**config.mk**
```make
export PLATFORM = sky130hd
export DESIGN_NAME = nibble_add_seq
export DESIGN_NICKNAME = d
export VERILOG_FILES = /design/src/rtl/nibble_add_seq.sv
export SDC_FILE = /design/constraint.sdc
export NUM_CORES = 1
export LEC_CHECK = 0
export BUFFER_PORTS_ARGS = -buffer_cell sky130_fd_sc_hd__clkbuf_2
export CAP_MARGIN = 10
export CORE_ASPECT_RATIO = 0.7
export CORE_MARGIN = 4
export CORE_UTILIZATION = 35
export DETAILED_ROUTE_END_ITERATION = 6
export GPL_TIMING_DRIVEN = 0
export SYNTH_ARGS = -nofsm -noshare
export SYNTH_HDL_FRONTEND = slang
export SYNTH_SLANG_ARGS = --single-unit
```
**constraint.sdc**
```tcl
create_clock -name clk -period 3 [get_ports clk]
set_input_delay 0 -clock clk [delete_from_list [all_inputs] [get_ports clk]]
set_output_delay 0 -clock clk [all_outputs]
set_load 0.1 [all_outputs]
```
**src/rtl/nibble_add_seq.sv**
```systemverilog
`timescale 1ns/1ps
`default_nettype none
// +--------------------------------------------------------------------------+
// | nibble_add_seq : serial adder, one 4-bit digit per cycle, valid/ready IO |
// | Revision: 1.0                                                            |
// +--------------------------------------------------------------------------+

module fullAdder (
  input  logic [3:0] a,
  input  logic [3:0] b,
  input  logic       cin,
  output logic [3:0] sum,
  output logic       cout
);
  assign {cout, sum} = {1'b0, a} + {1'b0, b} + {4'b0000, cin};
endmodule

module nibble_add_seq #(
  parameter int NIBBLES = 4
) (
  input  logic                 clk,
  input  logic                 rst,
  input  logic                 in_valid,
  output logic                 in_ready,
  input  logic [4*NIBBLES-1:0] a,
  input  logic [4*NIBBLES-1:0] b,
  input  logic                 cin,
  output logic                 out_valid,
  input  logic                 out_ready,
  output logic [4*NIBBLES-1:0] sum,
  output logic                 cout,
  output logic                 ovf
);
  localparam int W    = 4 * NIBBLES;
  localparam int IDXW = (NIBBLES > 1) ? $clog2(NIBBLES) : 1;

  localparam logic [1:0] S_IDLE = 2'd0;
  localparam logic [1:0] S_ADD  = 2'd1;
  localparam logic [1:0] S_DONE = 2'd2;

  logic [1:0]      state_q, state_d;
  logic [W-1:0]    a_q, a_d;
  logic [W-1:0]    b_q, b_d;
  logic [W-1:0]    sum_q, sum_d;
  logic            carry_q, carry_d;
  logic            cout_q, cout_d;
  logic            ovf_q, ovf_d;
  logic [IDXW-1:0] idx_q, idx_d;

  logic [IDXW+1:0] digit_lsb;
  logic            last_digit;
  logic [3:0]      fa_sum;
  logic            fa_cout;

  assign digit_lsb  = {idx_q, 2'b00};
  assign last_digit = (idx_q == IDXW'(NIBBLES - 1));

  // The only datapath: every digit of every operation goes through this adder.
  fullAdder u_fa (
    .a    (a_q[digit_lsb +: 4]),
    .b    (b_q[digit_lsb +: 4]),
    .cin  (carry_q),
    .sum  (fa_sum),
    .cout (fa_cout)
  );

  always_ff @(posedge clk) begin
    if (rst) begin
      state_q <= S_IDLE;
      a_q     <= '0;
      b_q     <= '0;
      sum_q   <= '0;
      carry_q <= 1'b0;
      cout_q  <= 1'b0;
      ovf_q   <= 1'b0;
      idx_q   <= '0;
    end else begin
      state_q <= state_d;
      a_q     <= a_d;
      b_q     <= b_d;
      sum_q   <= sum_d;
      carry_q <= carry_d;
      cout_q  <= cout_d;
      ovf_q   <= ovf_d;
      idx_q   <= idx_d;
    end
  end

  always_comb begin
    state_d = state_q;
    a_d     = a_q;
    b_d     = b_q;
    sum_d   = sum_q;
    carry_d = carry_q;
    cout_d  = cout_q;
    ovf_d   = ovf_q;
    idx_d   = idx_q;
    case (state_q)
      S_IDLE: begin
        if (in_valid) begin
          a_d     = a;
          b_d     = b;
          carry_d = cin;
          idx_d   = '0;
          state_d = S_ADD;
        end
      end
      S_ADD: begin
        sum_d[digit_lsb +: 4] = fa_sum;
        carry_d               = fa_cout;
        idx_d                 = idx_q + IDXW'(1);
        if (last_digit) begin
          // The top digit's sum bit is the sign of the finished result.
          cout_d  = fa_cout;
          ovf_d   = (a_q[W-1] == b_q[W-1]) && (fa_sum[3] != a_q[W-1]);
          idx_d   = '0;
          state_d = S_DONE;
        end
      end
      S_DONE: begin
        if (out_ready) begin
          state_d = S_IDLE;
        end
      end
      default: begin
        state_d = S_IDLE;
      end
    endcase
  end

  always_comb begin
    in_ready  = (state_q == S_IDLE);
    out_valid = (state_q == S_DONE);
  end

  assign sum  = sum_q;
  assign cout = cout_q;
  assign ovf  = ovf_q;

endmodule
`default_nettype wire

```
==> results.sh, run 1 <==
export IMPL_finalMaxSlewViolations=0
export IMPL_r2r_start="idx_q[0]"
export IMPL_layout_drive_gt1_share_pct=21.70
export IMPL_yosysSeqAreaShare_pct=46.39
export IMPL_synth_area_mm2=0.002374
export IMPL_synth_common_cells="nand2_1 (74), dfxtp_1 (55), a21oi_1 (35)"
export IMPL_ys_types=29
export IMPL_synth_top_area_share_pct=46.39
export IMPL_critical_path_arrival_ns=3.01
export IMPL_worst_endpoint_required_ns=3.18
export IMPL_yosysTopAreaCell="dfxtp_1"
export IMPL_min_to="b_q[0]"
export IMPL_postSynth_asyncResetShare_pct=0
export IMPL_cap_violations=0
export IMPL_worst_pin_slew_ns=0.5987
export IMPL_core_rowCount=24
export IMPL_nets=413
export IMPL_gp_congestion=0.7934
export IMPL_drc_errors=0
export IMPL_clk_path_buf_depth=2
export IMPL_portBuffers=55
export IMPL_drt_iter0_drc=89
export IMPL_end_kind="flip-flop"
export IMPL_antenna_cells=0
export IMPL_place_hpwl_um=4468
export IMPL_syn2layout_area_growth_pct=34.69
export IMPL_gr_total_overflow=0
export IMPL_irDropWorstVdd_v=0.0001796
export IMPL_synth_avg_cell_area_um2=8.824
export IMPL_coreArea_mm2=0.006396
export IMPL_worstHoldPathCells=2
export IMPL_fin_crit_sh_pct=94.16
export IMPL_power_share_sequential_pct=54.5
export IMPL_crit_fanout=10
export IMPL_p_leak_uw=0.001334
export IMPL_status="finished, final reports clean"
export IMPL_comb_power_share_pct=19.3
export IMPL_cts_tree="yes"
export IMPL_synth_cells=269
export IMPL_place_area_mm2=0.002763
export IMPL_maxSlewHeadroom_pct=59.72
export IMPL_die_w_um=106.4
export IMPL_wl_um=6035
export IMPL_hp_class="in -> reg"
export IMPL_grt_pass1_vias=2037
export IMPL_synthesis_nets=317
export IMPL_grt_pass1_wl_um=10070
export IMPL_intPower_uw=1037
export IMPL_skew_ns=0.002550
export IMPL_power_density_mw_per_mm2=450.2
export IMPL_fmax_mhz=354.0
export IMPL_synth_most_common_cell="nand2_1"
export IMPL_antenna_found_initial=0
export IMPL_start_util_pct=37.11
export IMPL_clkLatencyLatePin_ns=0.30
export IMPL_dieArea_mm2=0.008184
export IMPL_ys_top_cells_by_area="dfxtp_1 (46%), nand2_1 (12%), mux4_2 (7.6%)"
export IMPL_grt_usage_pct=15.27
export IMPL_r2r_end="cout"
export IMPL_cts_sinks=55
export IMPL_dr_pass1_iters=4
export IMPL_postRouteAntennaNets=0
export IMPL_power_switching_uw=402.2
export IMPL_p_total_uw=1439
export IMPL_hold_viol_final=0
export IMPL_synthFlopType="dfxtp_1"
export IMPL_num_io_pins=57
export IMPL_period_minus_slack_ns=2.825
export IMPL_crit_type="reg -> reg"
export IMPL_start_kind="flip-flop"
export IMPL_clockRootBuffer="clkbuf_8"
export IMPL_synth_seq_cells=55
export IMPL_synth_edff_count=0
export IMPL_p_sw_share_pct=27.95
export IMPL_clk_pin_slew_ns=0.09
export IMPL_grt_max_degree=15
export IMPL_routed_via_density=4.708
export IMPL_htreeDepth=2
export IMPL_place_worst_setup_slack_ns=-0.04312
export IMPL_die_height_um=76.90
export IMPL_setup_ws_ns=0.1752
export IMPL_r2r_cells=8
export IMPL_yosys_warnings=0
export IMPL_finalSetupViolations=0
export IMPL_vias=2142
export IMPL_ff2ff_setup_slack_ns=0.18
export IMPL_post_cts_buffers=0
export IMPL_wire_per_inst_um=13.26
export IMPL_cts_buffers=5
export IMPL_hp_start="rst"
export IMPL_finish_utilization_pct=49.98
export IMPL_final_area_mm2=0.003197
export IMPL_power_share_clock_pct=26.2
worst max-delay path by stage:
stage                        start       to  slack, ns
final                     idx_q[0]     cout       0.18
after floorplan           idx_q[0]     cout       0.26
after global routing      idx_q[0]      ovf     -0.005
after detailed placement  idx_q[0]  sum[10]      -0.04
after global placement    idx_q[0]   sum[6]      -0.02
after CTS                 idx_q[0]      ovf       0.06
logic make-up after synthesis:
group / synth area share (%)
xor gates and xnor gates: 0.3691
buffers and inverters: 3.426
and+or+nand+nor: 19.98
DFF: 46.39
AOI/OAI and AO/OA: 15.39
adders and majority gates: 6.431
muxes: 8.013
cell type report:
class | count | area (µm²)
Sequential cell | 55 | 1102
Buffer | 17 | 73.82
Multi-Input combinational cell | 194 | 1207
Tap cell | 91 | 113.9
Timing Repair Buffer | 89 | 615.6
Fill cell | 640 | 3199
Inverter | 3 | 11.26
Clock buffer | 6 | 72.57
power by group through the flow:
stage	clock network, µW	registers [µW]	logic [µW]
after detailed placement	0	801	238
after global placement	0	800	236
after global routing	422	789	308
final	377	784	278
after CTS	392	784	276
after floorplan	0	813	148
layer usage:
| layer | share of wire [%] | wire [µm] | global-route usage, % | up-vias |
|---|---|---|---|---|
| met2 | 40 | 2416 | 22.25 | 53 |
| met1 | 54 | 3244 | 22.86 | 974 |
| met5 | 0 | 0 | 0 | - |
| met4 | 1.1 | 65 | 3.831 | 0 |
| li1 | - | - | - | 1106 |
| met3 | 5.1 | 307 | 3.272 | 9 |
critical path, stage by stage, from the launching register on:
cell	delay, ns
dfxtp_2	0.43
buf_4	0.25
mux4_2	0.57
fa_1	0.44
fa_1	0.44
a21o_1	0.19
a21o_1	0.20
mux2i_1	0.14
nor2_1	0.05
repair_timing:
item | in CTS | in global routing
gates cloned | 0 | 0
resized for setup | 2 | 5
hold buffers | 34 | 0
setup endpoints to repair | 6 | 8
hold endpoints to repair | 34 | 0
per-stage QoR:
step | instances | hold WS [ns] | setup TNS (ns)
floorplan | 269 | 0.1360 | 0
global placement | 415 | 0.2264 | -0.04162
detailed placement | 415 | 0.2276 | -0.09169
CTS | 455 | 0.1291 | 0
global route | 455 | 0.1706 | -0.004746
finish | 455 | 0.1344 | 0
flip-flops by register name, indices dropped and copies added (netlist names):
register	count
ovf	1
sum	16
cout	1
b_q	16
idx_q	2
carry_q	1
state_q	2
a_q	16
placed cells by master (no fill, tap or decap), types with 3 or more instances in the layout:
| cell type | instances |
|---|---|
| mux4_2 | 8 |
| clkbuf_2 | 56 |
| a21oi_1 | 35 |
| clkbuf_1 | 12 |
| dlygate4sd3_1 | 34 |
| clkbuf_8 | 5 |
| a32oi_1 | 4 |
| ha_1 | 9 |
| nand3_1 | 3 |
| dfxtp_1 | 54 |
| nor2_1 | 24 |
| buf_2 | 4 |
| inv_1 | 3 |
| nand2_1 | 74 |
| a21o_1 | 3 |
| a22oi_1 | 12 |
(Power assumes the default switching activity.)
==> run 2: changes to the inputs <==
--- a/config.mk
+++ b/config.mk
@@ -5,6 +5,7 @@
 export SDC_FILE = /design/constraint.sdc
 export NUM_CORES = 1
 export LEC_CHECK = 0
+export ABC_AREA = 1
 export BUFFER_PORTS_ARGS = -buffer_cell sky130_fd_sc_hd__clkbuf_2
 export CAP_MARGIN = 10
 export CORE_ASPECT_RATIO = 0.7
@@ -12,6 +13,7 @@
 export CORE_UTILIZATION = 35
 export DETAILED_ROUTE_END_ITERATION = 6
 export GPL_TIMING_DRIVEN = 0
+export REMOVE_ABC_BUFFERS = 1
 export SYNTH_ARGS = -nofsm -noshare
 export SYNTH_HDL_FRONTEND = slang
 export SYNTH_SLANG_ARGS = --single-unit
==> run 2 against run 1 <==
  * Sequential power increased by 3.3%
  * Sequential share of layout area down 0.20 points
  * Die area rose by 3.3%
  * Total power grew 8.6%
  * Setup slack improved by 0.22 ns
  * Largest cell class unchanged
  * Largest power group unchanged
==> results.sh, run 2 <==
export IMPL_clk_pin_slew_ns=0.09
export IMPL_gr_total_overflow=0
export IMPL_cap_violations=0
export IMPL_place_worst_setup_slack_ns=-0.6316
export IMPL_synth_cells=331
export IMPL_setup_ws_ns=0.3917
export IMPL_drc_errors=0
export IMPL_worst_endpoint_required_ns=3.24
export IMPL_grt_max_degree=37
export IMPL_skew_ns=0.007768
export IMPL_yosysTopAreaCell="dfxtp_1"
export IMPL_ys_top_cells_by_area="dfxtp_1 (45%), nor2_1 (14%), o21ai_0 (9.6%)"
export IMPL_regArea_mm2=0.001106
export IMPL_path_cells="clkinvlp_4 -> o21ai_0 -> o22ai_1 -> fa_1 -> fa_1 -> xor2_2 -> nand2_1 -> nor2_1 -> a22oi_1 -> nor2_1"
export IMPL_core_rowCount=25
export IMPL_hp_class="in -> reg"
export IMPL_final_common_cell="nor2_1"
export IMPL_start_kind="flip-flop"
export IMPL_antenna_cells=0
export IMPL_wire_per_inst_um=11.51
export IMPL_die_w_um=108.2
export IMPL_end_kind="flip-flop"
export IMPL_clk_path_buf_depth=2
export IMPL_drt_iter0_drc=109
export IMPL_most_common_layout_cells="nor2_1 (94), clkbuf_2 (56), dfxtp_1 (53)"
export IMPL_clkLatencyLatePin_ns=0.30
export IMPL_dieArea_mm2=0.008451
export IMPL_layout_drive_gt1_share_pct=18.89
export IMPL_htreeDepth=2
export IMPL_crit_type="reg -> reg"
export IMPL_cts_sinks=55
export IMPL_fin_crit_sh_pct=86.94
export IMPL_place_hpwl_um=3948
export IMPL_irDropWorstVdd_v=0.0002163
export IMPL_period_minus_slack_ns=2.608
export IMPL_nets=462
export IMPL_portBuffers=56
export IMPL_antenna_found_initial=0
export IMPL_start_util_pct=36.22
export IMPL_dr_pass1_iters=4
export IMPL_postRouteAntennaNets=0
export IMPL_wl_um=5836
export IMPL_cpPeakStageDelay_ns=0.55
export IMPL_p_leak_uw=0.001410
export IMPL_critical_path_arrival_ns=2.85
export IMPL_yosysSeqAreaShare_pct=44.78
export IMPL_cts_buffers=5
export IMPL_cp_slowest_cell="dfxtp_4"
export IMPL_synth_common_cells="nor2_1 (94), dfxtp_1 (55), o21ai_0 (47)"
export IMPL_worst_pin_slew_ns=0.9134
export IMPL_crit_fanout=25
export IMPL_synth_most_common_cell="nor2_1"
export IMPL_gp_congestion=0.7579
export IMPL_die_height_um=78.13
export IMPL_yosys_warnings=0
export IMPL_placedCellCount=465
export IMPL_grt_pass1_vias=2237
export IMPL_synth_avg_cell_area_um2=7.428
export IMPL_routed_via_density=4.680
export IMPL_vias=2373
export IMPL_synthFlopType="dfxtp_1"
export IMPL_multi_input_area_mm2=0.001237
export IMPL_fmax_mhz=383.4
export IMPL_grt_setup_unrepaired="false"
export IMPL_synth_top_area_share_pct=44.78
export IMPL_layoutNonFillerInstCount=507
export IMPL_power_density_mw_per_mm2=484.5
export IMPL_synth_area_mm2=0.002459
export IMPL_hold_viol_final=0
export IMPL_cts_tree="yes"
export IMPL_clockRootBuffer="clkbuf_8"
export IMPL_num_io_pins=57
export IMPL_finalMaxSlewViolations=0
export IMPL_coreArea_mm2=0.006788
export IMPL_status="finished, final reports clean"
export IMPL_grt_pass1_wl_um=10160
export IMPL_syn2layout_area_growth_pct=31.25
export IMPL_synth_seq_cells=55
export IMPL_finalSetupViolations=0
export IMPL_postSynth_asyncResetShare_pct=0
export IMPL_ys_types=27
export IMPL_fillCellCount=706
export IMPL_maxSlewHeadroom_pct=39.04
export IMPL_grt_usage_pct=14.64
export IMPL_synth_edff_count=0
run 2: cell count changes after synthesis, sizes merged, moves of 3 or more:
cell | before | now
o22ai | 0 | 8
nand3 | 3 | 7
nor2 | 24 | 99
a21oi | 35 | 15
a21o | 3 | 0
nand2 | 74 | 40
o21ai | 0 | 50
a22oi | 12 | 4
mux4 | 8 | 0
a32oi | 4 | 0
clkbuf | 12 | 9
nand4 | 0 | 3
inv | 3 | 15
run 2: final cells by class:
class	count	share of cell area, %
multi-input combinational	245	38.35
sequential	55	34.28
timing repair buffer	91	19.46
tap	94	3.645
clock buffer	6	2.249
inverter	15	1.861
timing repair inverter	1	0.1551
run 2: worst paths after layout:
kind                 start  endpoint  slack [ns]  cells past startpoint
setup / recovery  idx_q[0]   sum[14]        0.39                     10
hold reg to reg    sum[12]   sum[12]        0.47                      2
hold / removal         rst   sum[11]        0.15                      2
setup reg to reg  idx_q[0]   sum[14]        0.39                     10
run 2: worst max-delay path: cells and delay by family, from the launching register on:
kind	cells	cell delay [ns]
flip-flops	1	0.55
buffers and inverters	1	0.21
adder cells (fa/ha/maj)	2	0.88
AO/OA/AOI/OAI	3	0.37
AND/OR/NAND/NOR	3	0.30
XOR/XNOR	1	0.23
run 2: through the flow:
step | area [µm²] | TNS [ns] | total power [µW] | util (%) | hold slack [ns]
floorplan | 2387 | 0 | 1058 | - | 0.06907
global placement | 2785 | -4.176 | 1159 | 41.03 | 0.2217
detailed placement | 2785 | -5.337 | 1165 | 41.03 | 0.2279
CTS | 3211 | 0 | 1576 | 47.30 | 0.1445
global route | 3227 | 0 | 1662 | 47.54 | 0.1707
finish | 3227 | 0 | 1564 | 47.54 | 0.1491
run 2: kinds of logic (layout without fill, tap and decap cells):
group | Yosys count | in the layout | synth area share, %
AO/OA/AOI/OAI | 81 | 81 | 17.66
flip-flops | 55 | 55 | 44.78
XOR/XNOR | 1 | 1 | 0.3563
AND/OR/NAND/NOR | 152 | 152 | 25.80
adder cells (fa/ha/maj) | 11 | 11 | 6.209
buffers and inverters | 31 | 113 | 5.191
run 2: repair_timing:
action                     in CTS  in global routing
hold buffers                   34                  0
hold endpoints to repair       34                  0
cloned                          1                  0
buffers inserted                0                  1
resized for setup               3                  2
setup endpoints to repair      17                  3
run 2: layer usage:
metal / vias up / GRT usage (%) / part of all wire (%)
met5: - / 0 / 0
met2: 54 / 23.33 / 41
li1: 1250 / - / -
met1: 1064 / 20.25 / 53
met3: 5 / 3.287 / 5.7
met4: 0 / 3.279 / 0.65
run 2: where the power goes:
group / switching [µW] / total, µW / internal, µW
Combinational: 237 / 376 / 139
Sequential: 34.2 / 810 / 776
Clock: 221 / 377 / 157
Total: 492 / 1560 / 1070
==> run 3: changes to the inputs <==
--- a/config.mk
+++ b/config.mk
@@ -14,6 +14,7 @@
 export DETAILED_ROUTE_END_ITERATION = 6
 export GPL_TIMING_DRIVEN = 0
 export REMOVE_ABC_BUFFERS = 1
+export SETUP_SLACK_MARGIN = 0.4
 export SYNTH_ARGS = -nofsm -noshare
 export SYNTH_HDL_FRONTEND = slang
 export SYNTH_SLANG_ARGS = --single-unit
==> run 3 against run 2 <==
  * Critical path type unchanged
  * Global-route usage increased by 0.20 points
  * Clock-buffer cell count unchanged
  * Sequential share of layout area decreased by 0.60 points
  * First-iteration DRC count decreased by 25%
  * Register-to-register slack improved by 0.27 ns
  * Total power increased by 1.2%
  * Clock power about the same
==> results.sh, run 3 (synthesis gave the netlist of run 2 again) <==
export IMPL_status="finished, final reports clean"
export IMPL_drc_errors=0
export IMPL_clockRootBuffer="clkbuf_8"
export IMPL_gr_total_overflow=0
export IMPL_cts_sinks=55
export IMPL_cts_tree="yes"
export IMPL_irDropWorstVdd_v=0.0002190
export IMPL_period_minus_slack_ns=2.341
export IMPL_grt_usage_pct=14.83
export IMPL_cp_slowest_cell="fa_2"
export IMPL_most_common_layout_cells="nor2_1 (94), clkbuf_2 (56), dfxtp_1 (53)"
export IMPL_dr_pass1_iters=4
export IMPL_end_kind="flip-flop"
export IMPL_crit_fanout=13
export IMPL_hp_class="in -> reg"
export IMPL_grt_max_degree=37
export IMPL_antenna_found_initial=0
export IMPL_grt_pass1_vias=2230
export IMPL_fmax_mhz=427.2
export IMPL_finalSetupViolations=0
export IMPL_gp_congestion=0.7579
export IMPL_worst_pin_slew_ns=0.9034
export IMPL_power_density_mw_per_mm2=480.8
export IMPL_num_io_pins=57
export IMPL_critical_path_arrival_ns=2.57
export IMPL_layout_drive_gt1_share_pct=20.71
export IMPL_cpPeakStageDelay_ns=0.59
export IMPL_finish_utilization_pct=48.50
export IMPL_core_rowCount=25
export IMPL_nets=469
export IMPL_cap_violations=0
export IMPL_fillCellCount=703
export IMPL_fin_crit_sh_pct=78.02
export IMPL_routed_via_density=4.665
export IMPL_antenna_cells=0
export IMPL_skew_ns=0.008470
export IMPL_grt_setup_unrepaired="false"
export IMPL_maxSlewHeadroom_pct=39.71
export IMPL_place_hpwl_um=3948
export IMPL_worst_endpoint_required_ns=3.23
export IMPL_vias=2398
export IMPL_postRouteAntennaNets=0
export IMPL_drt_iter0_drc=82
export IMPL_wl_um=5979
export IMPL_finalMaxSlewViolations=0
export IMPL_die_height_um=78.13
export IMPL_crit_type="reg -> reg"
export IMPL_timing_hold_ws_ns=0.1547
export IMPL_hold_viol_final=0
export IMPL_clk_pin_slew_ns=0.09
export IMPL_clk_path_buf_depth=2
export IMPL_syn2layout_area_growth_pct=33.89
export IMPL_htreeDepth=2
export IMPL_wire_per_inst_um=11.63
export IMPL_cts_buffers=5
export IMPL_die_w_um=108.2
export IMPL_final_common_cell="nor2_1"
export IMPL_coreArea_mm2=0.006788
export IMPL_start_kind="flip-flop"
export IMPL_grt_pass1_wl_um=10270
export IMPL_start_util_pct=36.22
export IMPL_p_leak_uw=0.001444
export IMPL_portBuffers=56
export IMPL_path_cells="clkinvlp_4 -> o21ai_0 -> o22ai_1 -> fa_1 -> fa_2 -> nand2_1 -> nor2_1 -> nand2_1 -> a21oi_1"
export IMPL_clkLatencyLatePin_ns=0.30
export IMPL_dieArea_mm2=0.008451
export IMPL_crit_top_cell="nand2_1"
## run 3: critical path: cells and delay by family (launching register included)
| kind | cells | cell delay [ns] |
|---|---|---|
| adder cells (fa/ha/maj) | 2 | 1.03 |
| flip-flops | 1 | 0.46 |
| buffers and inverters | 1 | 0.16 |
| AO/OA/AOI/OAI | 3 | 0.31 |
| AND/OR/NAND/NOR | 3 | 0.30 |
## run 3: power breakdown
part | internal, µW | leakage [µW] | switching [µW] | total (µW)
combinational | 152 | 0.000954 | 250 | 402
sequential | 776 | 0.000453 | 26.9 | 803
clock | 157 | 0.0000371 | 222 | 378
total | 1080 | 0.00144 | 499 | 1580
## run 3: stage by stage
step / worst slack, ns / TNS [ns] / total power, µW / instances / area (µm²)
4_1_cts: 0.4020 / 0 / 1588 / 508 / 3238
6_report: 0.6593 / 0 / 1583 / 514 / 3292
5_1_grt: 0.4042 / 0 / 1680 / 514 / 3292
2_1_floorplan: 0.1512 / 0 / 1058 / 315 / 2387
3_3_place_gp: -0.5711 / -4.176 / 1159 / 465 / 2785
3_5_place_dp: -0.6316 / -5.337 / 1165 / 465 / 2785
## run 3: path summary, 6_finish.rpt
check,startpoint,to,slack [ns],depth (start not counted)
setup / recovery,idx_q[1],sum[13],0.66,9
hold / removal,rst,idx_q[1],0.15,2
setup reg to reg,idx_q[1],sum[13],0.66,9
hold reg to reg,sum[12],sum[12],0.47,2
## run 3: what timing repair did
action / 4_1_cts / 5_1_grt
endpoints found under the setup margin: 19 / 5
gates resized for setup: 5 / 3
hold buffers: 34 / 0
endpoints found under the hold margin: 34 / 0
setup buffers: 2 / 6
cloned: 1 / 0
## run 3: layout make-up
type                            count  area [µm²]  share of cell area [%]
Sequential cell                    55        1109                   33.68
Clock buffer                        6       72.57                   2.204
Timing Repair Buffer               98       684.4                   20.79
Tap cell                           94       117.6                   3.573
Inverter                           15       63.81                   1.938
Timing Repair inverter              1       5.005                  0.1520
Multi-Input combinational cell    245        1240                   37.67
## run 3: layer usage
| layer | wire (µm) | share of wire [%] | global-route usage [%] | up-vias |
|---|---|---|---|---|
| li1 | - | - | - | 1261 |
| met1 | 3159 | 53 | 20.99 | 1081 |
| met2 | 2464 | 41 | 23.39 | 51 |
| met3 | 317 | 5.3 | 3.122 | 5 |
| met4 | 37 | 0.62 | 3.026 | 0 |
| met5 | 0 | 0 | 0 | - |
